==> src/rtl/arb_grant_hold_if.sv <==
`default_nettype none
// ============================================================================
//  Module   : arb_grant_hold_if
//  Brief    : Requester, arbiter and downstream signal bundle for arb_grant_hold.
//  Revision : 1.0  initial release
// ============================================================================
interface arb_grant_hold_if #(
    parameter int N_REQ  = 2,
    parameter int W_ADDR = 32,
    parameter int W_DATA = 32
);
    logic [N_REQ-1:0]        req_valid;
    logic [N_REQ-1:0]        req_write;
    logic [N_REQ*W_ADDR-1:0] req_addr;
    logic [N_REQ*W_DATA-1:0] req_wdata;
    logic [N_REQ-1:0]        req_ready;
    logic [N_REQ-1:0]        resp_valid;
    logic [W_DATA-1:0]       resp_rdata;
    logic [N_REQ-1:0]        arb_req;
    logic [N_REQ-1:0]        arb_gnt;
    logic                    arb_canchange;
    logic                    m_valid;
    logic                    m_write;
    logic [W_ADDR-1:0]       m_addr;
    logic [W_DATA-1:0]       m_wdata;
    logic                    m_ready;
    logic                    m_rvalid;
    logic [W_DATA-1:0]       m_rdata;

    // The holding stage itself.
    modport slave (
        input  req_valid, req_write, req_addr, req_wdata, arb_gnt,
               m_ready, m_rvalid, m_rdata,
        output req_ready, resp_valid, resp_rdata, arb_req, arb_canchange,
               m_valid, m_write, m_addr, m_wdata
    );

    // Requesters, arbiter and downstream target seen together.
    modport master (
        output req_valid, req_write, req_addr, req_wdata, arb_gnt,
               m_ready, m_rvalid, m_rdata,
        input  req_ready, resp_valid, resp_rdata, arb_req, arb_canchange,
               m_valid, m_write, m_addr, m_wdata
    );
endinterface
`default_nettype wire

==> src/rtl/arb_grant_hold.sv <==
`default_nettype none
// ============================================================================
//  Module   : arb_grant_hold
//  Brief    : Latches the arbiter grant for one request/response transaction,
//             muxes the owner onto the downstream port and routes the response.
//             Optional burst limit: define ARB_GRANT_HOLD_BURST_LIMIT_EN.
//  Revision : 1.0  initial release
// ============================================================================
module arb_grant_hold #(
    parameter int N_REQ     = 2,
    parameter int W_ADDR    = 32,
    parameter int W_DATA    = 32,
    parameter int MAX_BURST = 8
) (
    input wire              clk,
    input wire              rst_n,
    arb_grant_hold_if.slave bus
);

    if (MAX_BURST < 1 || MAX_BURST > 255) begin : g_max_burst_range
        $error("MAX_BURST must lie in 1..255");
    end

    typedef enum logic [1:0] {
        ST_IDLE = 2'd0,
        ST_REQ  = 2'd1,
        ST_RESP = 2'd2
    } state_t;

    state_t              state_q;
    logic [N_REQ-1:0]    owner_q;
    logic [N_REQ-1:0]    resp_valid_q;
    logic                m_valid_q;
    logic                m_write_q;
    logic [W_ADDR-1:0]   m_addr_q;
    logic [W_DATA-1:0]   m_wdata_q;
    logic [W_DATA-1:0]   resp_rdata_q;

    logic                w_launch;
    logic                w_done;
    logic                w_canchange;
    logic                w_sel_write;
    logic [W_ADDR-1:0]   w_sel_addr;
    logic [W_DATA-1:0]   w_sel_wdata;

    assign w_launch = (state_q == ST_IDLE) && $onehot(bus.arb_gnt)
                      && (|(bus.arb_gnt & bus.req_valid));
    assign w_done   = (state_q == ST_RESP) && bus.m_rvalid;

    always_comb begin
        w_sel_write = 1'b0;
        w_sel_addr  = '0;
        w_sel_wdata = '0;
        for (int i = 0; i < N_REQ; i++) begin
            if (bus.arb_gnt[i]) begin
                w_sel_write = bus.req_write[i];
                w_sel_addr  = bus.req_addr[i*W_ADDR +: W_ADDR];
                w_sel_wdata = bus.req_wdata[i*W_DATA +: W_DATA];
            end
        end
    end

`ifdef ARB_GRANT_HOLD_BURST_LIMIT_EN
    localparam logic [7:0] c_MAX_BURST = 8'(MAX_BURST);

    logic [7:0]          burst_q;
    logic [7:0]          burst_d;
    logic [N_REQ-1:0]    last_owner_q;

    // Run length including the completion happening this cycle.
    assign burst_d     = (owner_q == last_owner_q) ? burst_q + 8'd1 : 8'd1;
    assign w_canchange = w_done && (burst_d == c_MAX_BURST);
`else
    assign w_canchange = w_done;
`endif

    always_ff @(posedge clk or negedge rst_n) begin
        if (!rst_n) begin
            state_q      <= ST_IDLE;
            owner_q      <= '0;
            m_valid_q    <= 1'b0;
            m_write_q    <= 1'b0;
            m_addr_q     <= '0;
            m_wdata_q    <= '0;
            resp_valid_q <= '0;
            resp_rdata_q <= '0;
`ifdef ARB_GRANT_HOLD_BURST_LIMIT_EN
            burst_q      <= 8'd0;
            last_owner_q <= '0;
`endif
        end else begin
            resp_valid_q <= '0;
            case (state_q)
                ST_IDLE: begin
                    if (w_launch) begin
                        owner_q   <= bus.arb_gnt;
                        m_valid_q <= 1'b1;
                        m_write_q <= w_sel_write;
                        m_addr_q  <= w_sel_addr;
                        m_wdata_q <= w_sel_wdata;
                        state_q   <= ST_REQ;
                    end
                end
                ST_REQ: begin
                    if (bus.m_ready) begin
                        m_valid_q <= 1'b0;
                        state_q   <= ST_RESP;
                    end
                end
                ST_RESP: begin
                    if (bus.m_rvalid) begin
                        resp_valid_q <= owner_q;
                        resp_rdata_q <= bus.m_rdata;
                        state_q      <= ST_IDLE;
`ifdef ARB_GRANT_HOLD_BURST_LIMIT_EN
                        last_owner_q <= owner_q;
                        burst_q      <= (burst_d == c_MAX_BURST) ? 8'd0 : burst_d;
`endif
                    end
                end
                default: state_q <= ST_IDLE;
            endcase
        end
    end

    assign bus.arb_req       = bus.req_valid;
    assign bus.req_ready     = ((state_q == ST_REQ) && bus.m_ready) ? owner_q : '0;
    assign bus.arb_canchange = w_canchange;
    assign bus.m_valid       = m_valid_q;
    assign bus.m_write       = m_write_q;
    assign bus.m_addr        = m_addr_q;
    assign bus.m_wdata       = m_wdata_q;
    assign bus.resp_valid    = resp_valid_q;
    assign bus.resp_rdata    = resp_rdata_q;

endmodule
`default_nettype wire

==> src/flat_wrapper.sv <==
// flat-port wrapper written by rule: the top's interface ports become plain ports
module arb_grant_hold_flat 
#(
    parameter int N_REQ     = 2,
    parameter int W_ADDR    = 32,
    parameter int W_DATA    = 32,
    parameter int MAX_BURST = 8
)
  (clk, rst_n, bus_req_valid, bus_req_write, bus_req_addr, bus_req_wdata, bus_arb_gnt, bus_m_ready, bus_m_rvalid, bus_m_rdata, bus_req_ready, bus_resp_valid, bus_resp_rdata, bus_arb_req, bus_arb_canchange, bus_m_valid, bus_m_write, bus_m_addr, bus_m_wdata);
  arb_grant_hold_if #(.N_REQ(N_REQ), .W_ADDR(W_ADDR), .W_DATA(W_DATA)) bus_i ();
  input wire clk;
  input wire rst_n;
  input wire logic [$bits(bus_i.req_valid)-1:0] bus_req_valid;
  input wire logic [$bits(bus_i.req_write)-1:0] bus_req_write;
  input wire logic [$bits(bus_i.req_addr)-1:0] bus_req_addr;
  input wire logic [$bits(bus_i.req_wdata)-1:0] bus_req_wdata;
  input wire logic [$bits(bus_i.arb_gnt)-1:0] bus_arb_gnt;
  input wire logic [$bits(bus_i.m_ready)-1:0] bus_m_ready;
  input wire logic [$bits(bus_i.m_rvalid)-1:0] bus_m_rvalid;
  input wire logic [$bits(bus_i.m_rdata)-1:0] bus_m_rdata;
  output wire logic [$bits(bus_i.req_ready)-1:0] bus_req_ready;
  output wire logic [$bits(bus_i.resp_valid)-1:0] bus_resp_valid;
  output wire logic [$bits(bus_i.resp_rdata)-1:0] bus_resp_rdata;
  output wire logic [$bits(bus_i.arb_req)-1:0] bus_arb_req;
  output wire logic [$bits(bus_i.arb_canchange)-1:0] bus_arb_canchange;
  output wire logic [$bits(bus_i.m_valid)-1:0] bus_m_valid;
  output wire logic [$bits(bus_i.m_write)-1:0] bus_m_write;
  output wire logic [$bits(bus_i.m_addr)-1:0] bus_m_addr;
  output wire logic [$bits(bus_i.m_wdata)-1:0] bus_m_wdata;
  assign bus_i.req_valid = bus_req_valid;
  assign bus_i.req_write = bus_req_write;
  assign bus_i.req_addr = bus_req_addr;
  assign bus_i.req_wdata = bus_req_wdata;
  assign bus_i.arb_gnt = bus_arb_gnt;
  assign bus_i.m_ready = bus_m_ready;
  assign bus_i.m_rvalid = bus_m_rvalid;
  assign bus_i.m_rdata = bus_m_rdata;
  assign bus_req_ready = bus_i.req_ready;
  assign bus_resp_valid = bus_i.resp_valid;
  assign bus_resp_rdata = bus_i.resp_rdata;
  assign bus_arb_req = bus_i.arb_req;
  assign bus_arb_canchange = bus_i.arb_canchange;
  assign bus_m_valid = bus_i.m_valid;
  assign bus_m_write = bus_i.m_write;
  assign bus_m_addr = bus_i.m_addr;
  assign bus_m_wdata = bus_i.m_wdata;
  arb_grant_hold #(.N_REQ(N_REQ), .W_ADDR(W_ADDR), .W_DATA(W_DATA), .MAX_BURST(MAX_BURST)) u_core (.clk(clk), .rst_n(rst_n), .bus(bus_i));
endmodule
==> config.mk <==
export PLATFORM = sky130hd
export DESIGN_NAME = arb_grant_hold_flat
export DESIGN_NICKNAME = d
export VERILOG_FILES = /design/src/rtl/arb_grant_hold_if.sv /design/src/rtl/arb_grant_hold.sv /design/src/flat_wrapper.sv
export SDC_FILE = /design/constraint.sdc
export NUM_CORES = 1
export LEC_CHECK = 0
export BUFFER_PORTS_ARGS = -buffer_cell sky130_fd_sc_hd__buf_2
export CAP_MARGIN = 20
export CORE_MARGIN = 8
export CORE_UTILIZATION = 43
export CTS_CLUSTER_SIZE = 20
export DETAILED_ROUTE_END_ITERATION = 10
export PLACE_DENSITY_LB_ADDON = 0.12
export SYNTH_ARGS = -nofsm -noshare
export SYNTH_HDL_FRONTEND = slang
export SYNTH_SLANG_ARGS = --single-unit
==> constraint.sdc <==
create_clock -name clk -period 2.45 [get_ports clk]
set_clock_uncertainty 0.15 [all_clocks]
set_input_delay 0.1225 -clock clk [delete_from_list [all_inputs] [get_ports clk]]
set_output_delay 0.1225 -clock clk [all_outputs]
set_load 0.02 [all_outputs]
==> qor.txt, run 1 <==
Status -> aborted with a tool error
Stop stage -> 4_1_cts
Run Error -> [ERROR RSZ-0060] Max buffer count reached.
Clock Tree Root -> clkbuf_8
Clk sinks -> 104
Setup bufs post-CTS -> 0
Synthesized net count -> 486
Rows -> 37
Sequential area share after synthesis -> 56.9%
Die height -> 119 um
I/O pin cnt -> 275
Num CTS Buffers -> 9
Cell area after synthesis -> 4570 um^2
Initial core utilization -> 44.3%
Mapped Cells -> 316
Die extent in x -> 119 um
GP Congestion -> 0.762
DP Wirelength -> 10500 um
Clock Path Buffers -> 2
Yosys top cell by area -> dfrtp_1
Yosys warning count -> 0
H-tree Lvls -> 3
Mapped Avg Cell Area -> 14.5 um^2
Post-synthesis register bit count -> 104
PostCTS Resize Cnt -> 0
Buffers on Ports -> 274
Synth top area cells -> dfrtp_1, mux2_2, a22o_1
Yosys top cell area share -> 56.9%
Netlist cell types -> 21
Cts hold-fix bufs -> 145
## stage by stage
step / utilization (%) / instances / worst slack, ns / instance area, um^2
floorplan: - / 316 / 0.620 / 4570
global placement: 58.9 / 708 / 0.449 / 6080
detailed placement: 58.9 / 708 / 0.344 / 6080
## kinds of logic after synthesis
| logic type | count (synthesis) | synth area share (%) |
|---|---|---|
| muxes | 99 | 24.4 |
| and+or+nand+nor | 14 | 1.97 |
| AOI/OAI and AO/OA | 68 | 13.1 |
| buffers and inverters | 31 | 3.61 |
| DFF | 104 | 56.9 |
## synth_stat cells
cell type / number
nor2_1: 4
nand2_1: 2
or2_2: 2
buf_6: 2
dfrtp_1: 104
a22o_1: 64
nand3b_1: 2
buf_4: 6
mux2_1: 8
buf_2: 9
nor3b_1: 1
nor2b_1: 1
nand3b_4: 1
a21o_1: 1
inv_2: 1
mux2_2: 91
clkbuf_1: 10
inv_1: 3
o21ai_0: 2
nand2b_1: 1
a211oi_4: 1
==> inputs of run 2 (changes only) <==
--- a/config.mk
+++ b/config.mk
@@ -8,10 +8,9 @@
 export BUFFER_PORTS_ARGS = -buffer_cell sky130_fd_sc_hd__buf_2
 export CAP_MARGIN = 20
 export CORE_MARGIN = 8
-export CORE_UTILIZATION = 43
-export CTS_CLUSTER_SIZE = 20
+export CORE_UTILIZATION = 40
 export DETAILED_ROUTE_END_ITERATION = 10
-export PLACE_DENSITY_LB_ADDON = 0.12
+export PLACE_DENSITY_LB_ADDON = 0.15
 export SYNTH_ARGS = -nofsm -noshare
 export SYNTH_HDL_FRONTEND = slang
 export SYNTH_SLANG_ARGS = --single-unit
==> qor.txt, run 2 <==
Worst path cell trace -> buf_2 > nor2b_4 > buf_4 > a22o_1 > dlygate4sd3_1 > mux2_2
Slew @ Worst Pin -> 0.943 ns
1st-iter DRT viols -> 142
Rows -> 39 (+5.4%)
Die extent in x -> 123 um (+3.2%)
Drt total wl -> 15700 um
HP Start -> bus_req_addr[33]
Multi-input logic area -> 1810 um^2
Die height -> 123 um (+3.2%)
DRC Markers -> 0
Mapped Avg Cell Area -> 14.5 um^2 (unchanged)
FF-to-FF setup slack -> 0.61 ns
Total gr overflow -> 0
Synth top cells by count -> dfrtp_1, mux2_2, a22o_1, clkbuf_1, buf_2
Clock Tree Root -> clkbuf_16
Largest net degree at the start of global routing -> 57
Worst r2r src -> u_core.state_q[0]
Count leader, synth -> dfrtp_1
Setup bufs post-CTS -> 0 (unchanged)
Pwr/cell area -> 972 nW/um^2
Worst r2r dst -> u_core.bus.resp_rdata[21]
Yosys warning count -> 0 (unchanged)
Clk sinks -> 104 (unchanged)
F_max -> 0.441 GHz
Cell area after synthesis -> 4570 um^2 (unchanged)
Drt first pass iters -> 4
GP Congestion -> 0.731 (-4.1%)
Final WS setup -> 0.183 ns
Antenna-violating nets left -> 0
Yosys top cell by area -> dfrtp_1
Mapped Cells -> 316 (unchanged)
Combinational power share -> 42.1%
Antenna violations before repair -> 0
Layout filler cell count -> 817
Buffers on Ports -> 274 (unchanged)
Initial core utilization -> 40.5% (-3.7 points)
CP max FO -> 41
Max-cap check violation count -> 0
CP endpoint kind -> flip-flop
Wire per inst -> 18.1 um
PostCTS Resize Cnt -> 0 (unchanged)
Internal power -> 4.76 mW
Core Area -> 11300 um^2
GR Util All Layers -> 20.2%
Full die area -> 15100 um^2
Num CTS Buffers -> 9 (unchanged)
I/O pin cnt -> 275 (unchanged)
Fin nets -> 886
CTS tree -> yes
Most frequent cells in the layout -> buf_2, dlygate4sd3_1, dfrtp_1
CP Buf/Inv Count -> 3
Hold Path Sink -> u_core.bus.m_addr[1]
Netlist cell types -> 21 (unchanged)
Total Power -> 7.53 mW
Latest clock arrival within the worst-skew pair -> 0.33 ns
Max-slew violations -> 0
Top Family by Delay on Critical Path -> buffers and inverters
Sequential area share after synthesis -> 56.9% (unchanged)
DR vias -> 4208
Share of cells above drive strength 1 -> 54.6%
Yosys top cell area share -> 56.9% (unchanged)
Reg2reg path depth -> 5
Max VDD drop -> 0.000616 V
Most used DFF post-synth -> dfrtp_1
Synth top area cells -> dfrtp_1, mux2_2, a22o_1
Final hold vios -> 0
Place WS -> 0.407 ns (+0.0636 ns)
Syn-to-layout area delta -> 69.4%
Post-synth EDFFs -> 0 (unchanged)
Fin crit share -> 92.5%
Crit path kind -> input pin to flip-flop
Pleak -> 3.94 nW
Setup TNS -> 0 ns
Vias in the first global route -> 4662
H-tree Lvls -> 3 (unchanged)
Slew Limit Headroom -> 37.0%
Clock Path Buffers -> 2 (unchanged)
Async SR Flop Fraction -> 100% (unchanged)
Setup crit start kind -> input pin
Worst path slowest cell -> nor2b_4
Worst Hold Class -> input pin to flip-flop
Vias per cell -> 4.86
DP Wirelength -> 10500 um (+0.51%)
CP required -> 2.58 ns
Slowest stage delay, CP -> 0.76 ns
Register area -> 2600 um^2
RSZ-0062 raised after global routing -> false
Share of power burned in registers -> 37.4%
Crit path time final -> 2.27 ns
Post-synthesis register bit count -> 104 (unchanged)
Commonest non-fill, non-tap cell in the layout -> buf_2
Clock Power Share -> 20.4%
First-pass GRT wire length -> 23900 um
Switching Share -> 36.7%
Synthesized net count -> 486 (unchanged)
Status -> finished, final reports clean
Count of final setup violators -> 0
WHS Path Cells -> 3
Psw -> 2.76 mW
Worst-path clk slew -> 0.07 ns
Arr. time, crit path -> 2.40 ns
run 2: how the worst max path moves through the flow:
stage	from	endpoint	slack, ns	cells past startpoint
floorplan	u_core.state_q[0]	u_core.bus.resp_rdata[22]	0.62	5
global placement	bus_arb_gnt[0]	u_core.bus.m_addr[21]	0.49	5
detailed placement	bus_arb_gnt[0]	u_core.bus.m_addr[13]	0.41	5
CTS	bus_arb_gnt[0]	u_core.bus.m_addr[3]	0.27	6
global route	bus_arb_gnt[0]	u_core.bus.m_addr[25]	0.06	6
finish	bus_arb_gnt[1]	u_core.bus.m_addr[3]	0.18	6
run 2: power by group through the flow:
stage / logic [mW] / clock network (mW) / registers [mW]
after floorplan: 0.891 / 0 / 3.74
after CTS: 3.20 / 1.59 / 2.81
after global placement: 2.97 / 0 / 2.80
after detailed placement: 3.01 / 0 / 2.84
after global routing: 3.37 / 1.65 / 2.92
final: 3.17 / 1.54 / 2.82
run 2: kinds of logic (layout without fill, tap and decap cells):
logic type	count (synthesis)	in the layout	synth area share (%)
AO/OA/AOI/OAI	68	68	13.1
other	0	1	0
flip-flops	104	104	56.9
buffers and inverters	31	436	3.61
multiplexers	99	99	24.4
AND/OR/NAND/NOR	14	14	1.97
run 2: area by class of cell:
cell class / count / area share [%]
well taps: 143 / 2.31
clock buffers: 10 / 2.96
repair buffers: 416 / 36.3
flip-flops and latches: 104 / 33.6
multi-input cells: 181 / 23.4
inverters: 4 / 0.194
clock inverters: 6 / 1.21
diodes: 1 / 0.0323
run 2: layer usage:
layer | global-route usage (%) | wire length (um) | share of wire (%) | up-vias
met4 | 8.45 | 418 | 2.7 | 0
met5 | 0 | 0 | 0 | -
met3 | 6.30 | 1410 | 9.0 | 27
met1 | 21.2 | 5560 | 35 | 2027
met2 | 36.6 | 8280 | 53 | 180
li1 | - | - | - | 1974
run 2: repair_timing:
action                                  in CTS  in global routing
endpoints found under the hold margin      138                  0
hold buffers                               134                  0
endpoints found under the setup margin       0                  0
run 2: worst register-to-register path, cell delays in order (launching register included):
cell and delay [ns]:
dfrtp_1 0.44, nand2b_1 0.17, or2_2 0.32, inv_2 0.08, buf_12 0.20, mux2_2 0.37
run 2: through the flow:
step	instance area, um^2	utilization, %	hold WS (ns)	cells
final	7740	68.7	0.00301	865
after CTS	7740	68.7	0.0000557	864
after detailed placement	6080	53.9	0.0422	714
after global placement	6080	53.9	0.0311	714
after global routing	7740	68.7	0.0134	864
after floorplan	4570	-	-0.323	316
Note: power is estimated with default switching activity, not from simulation.
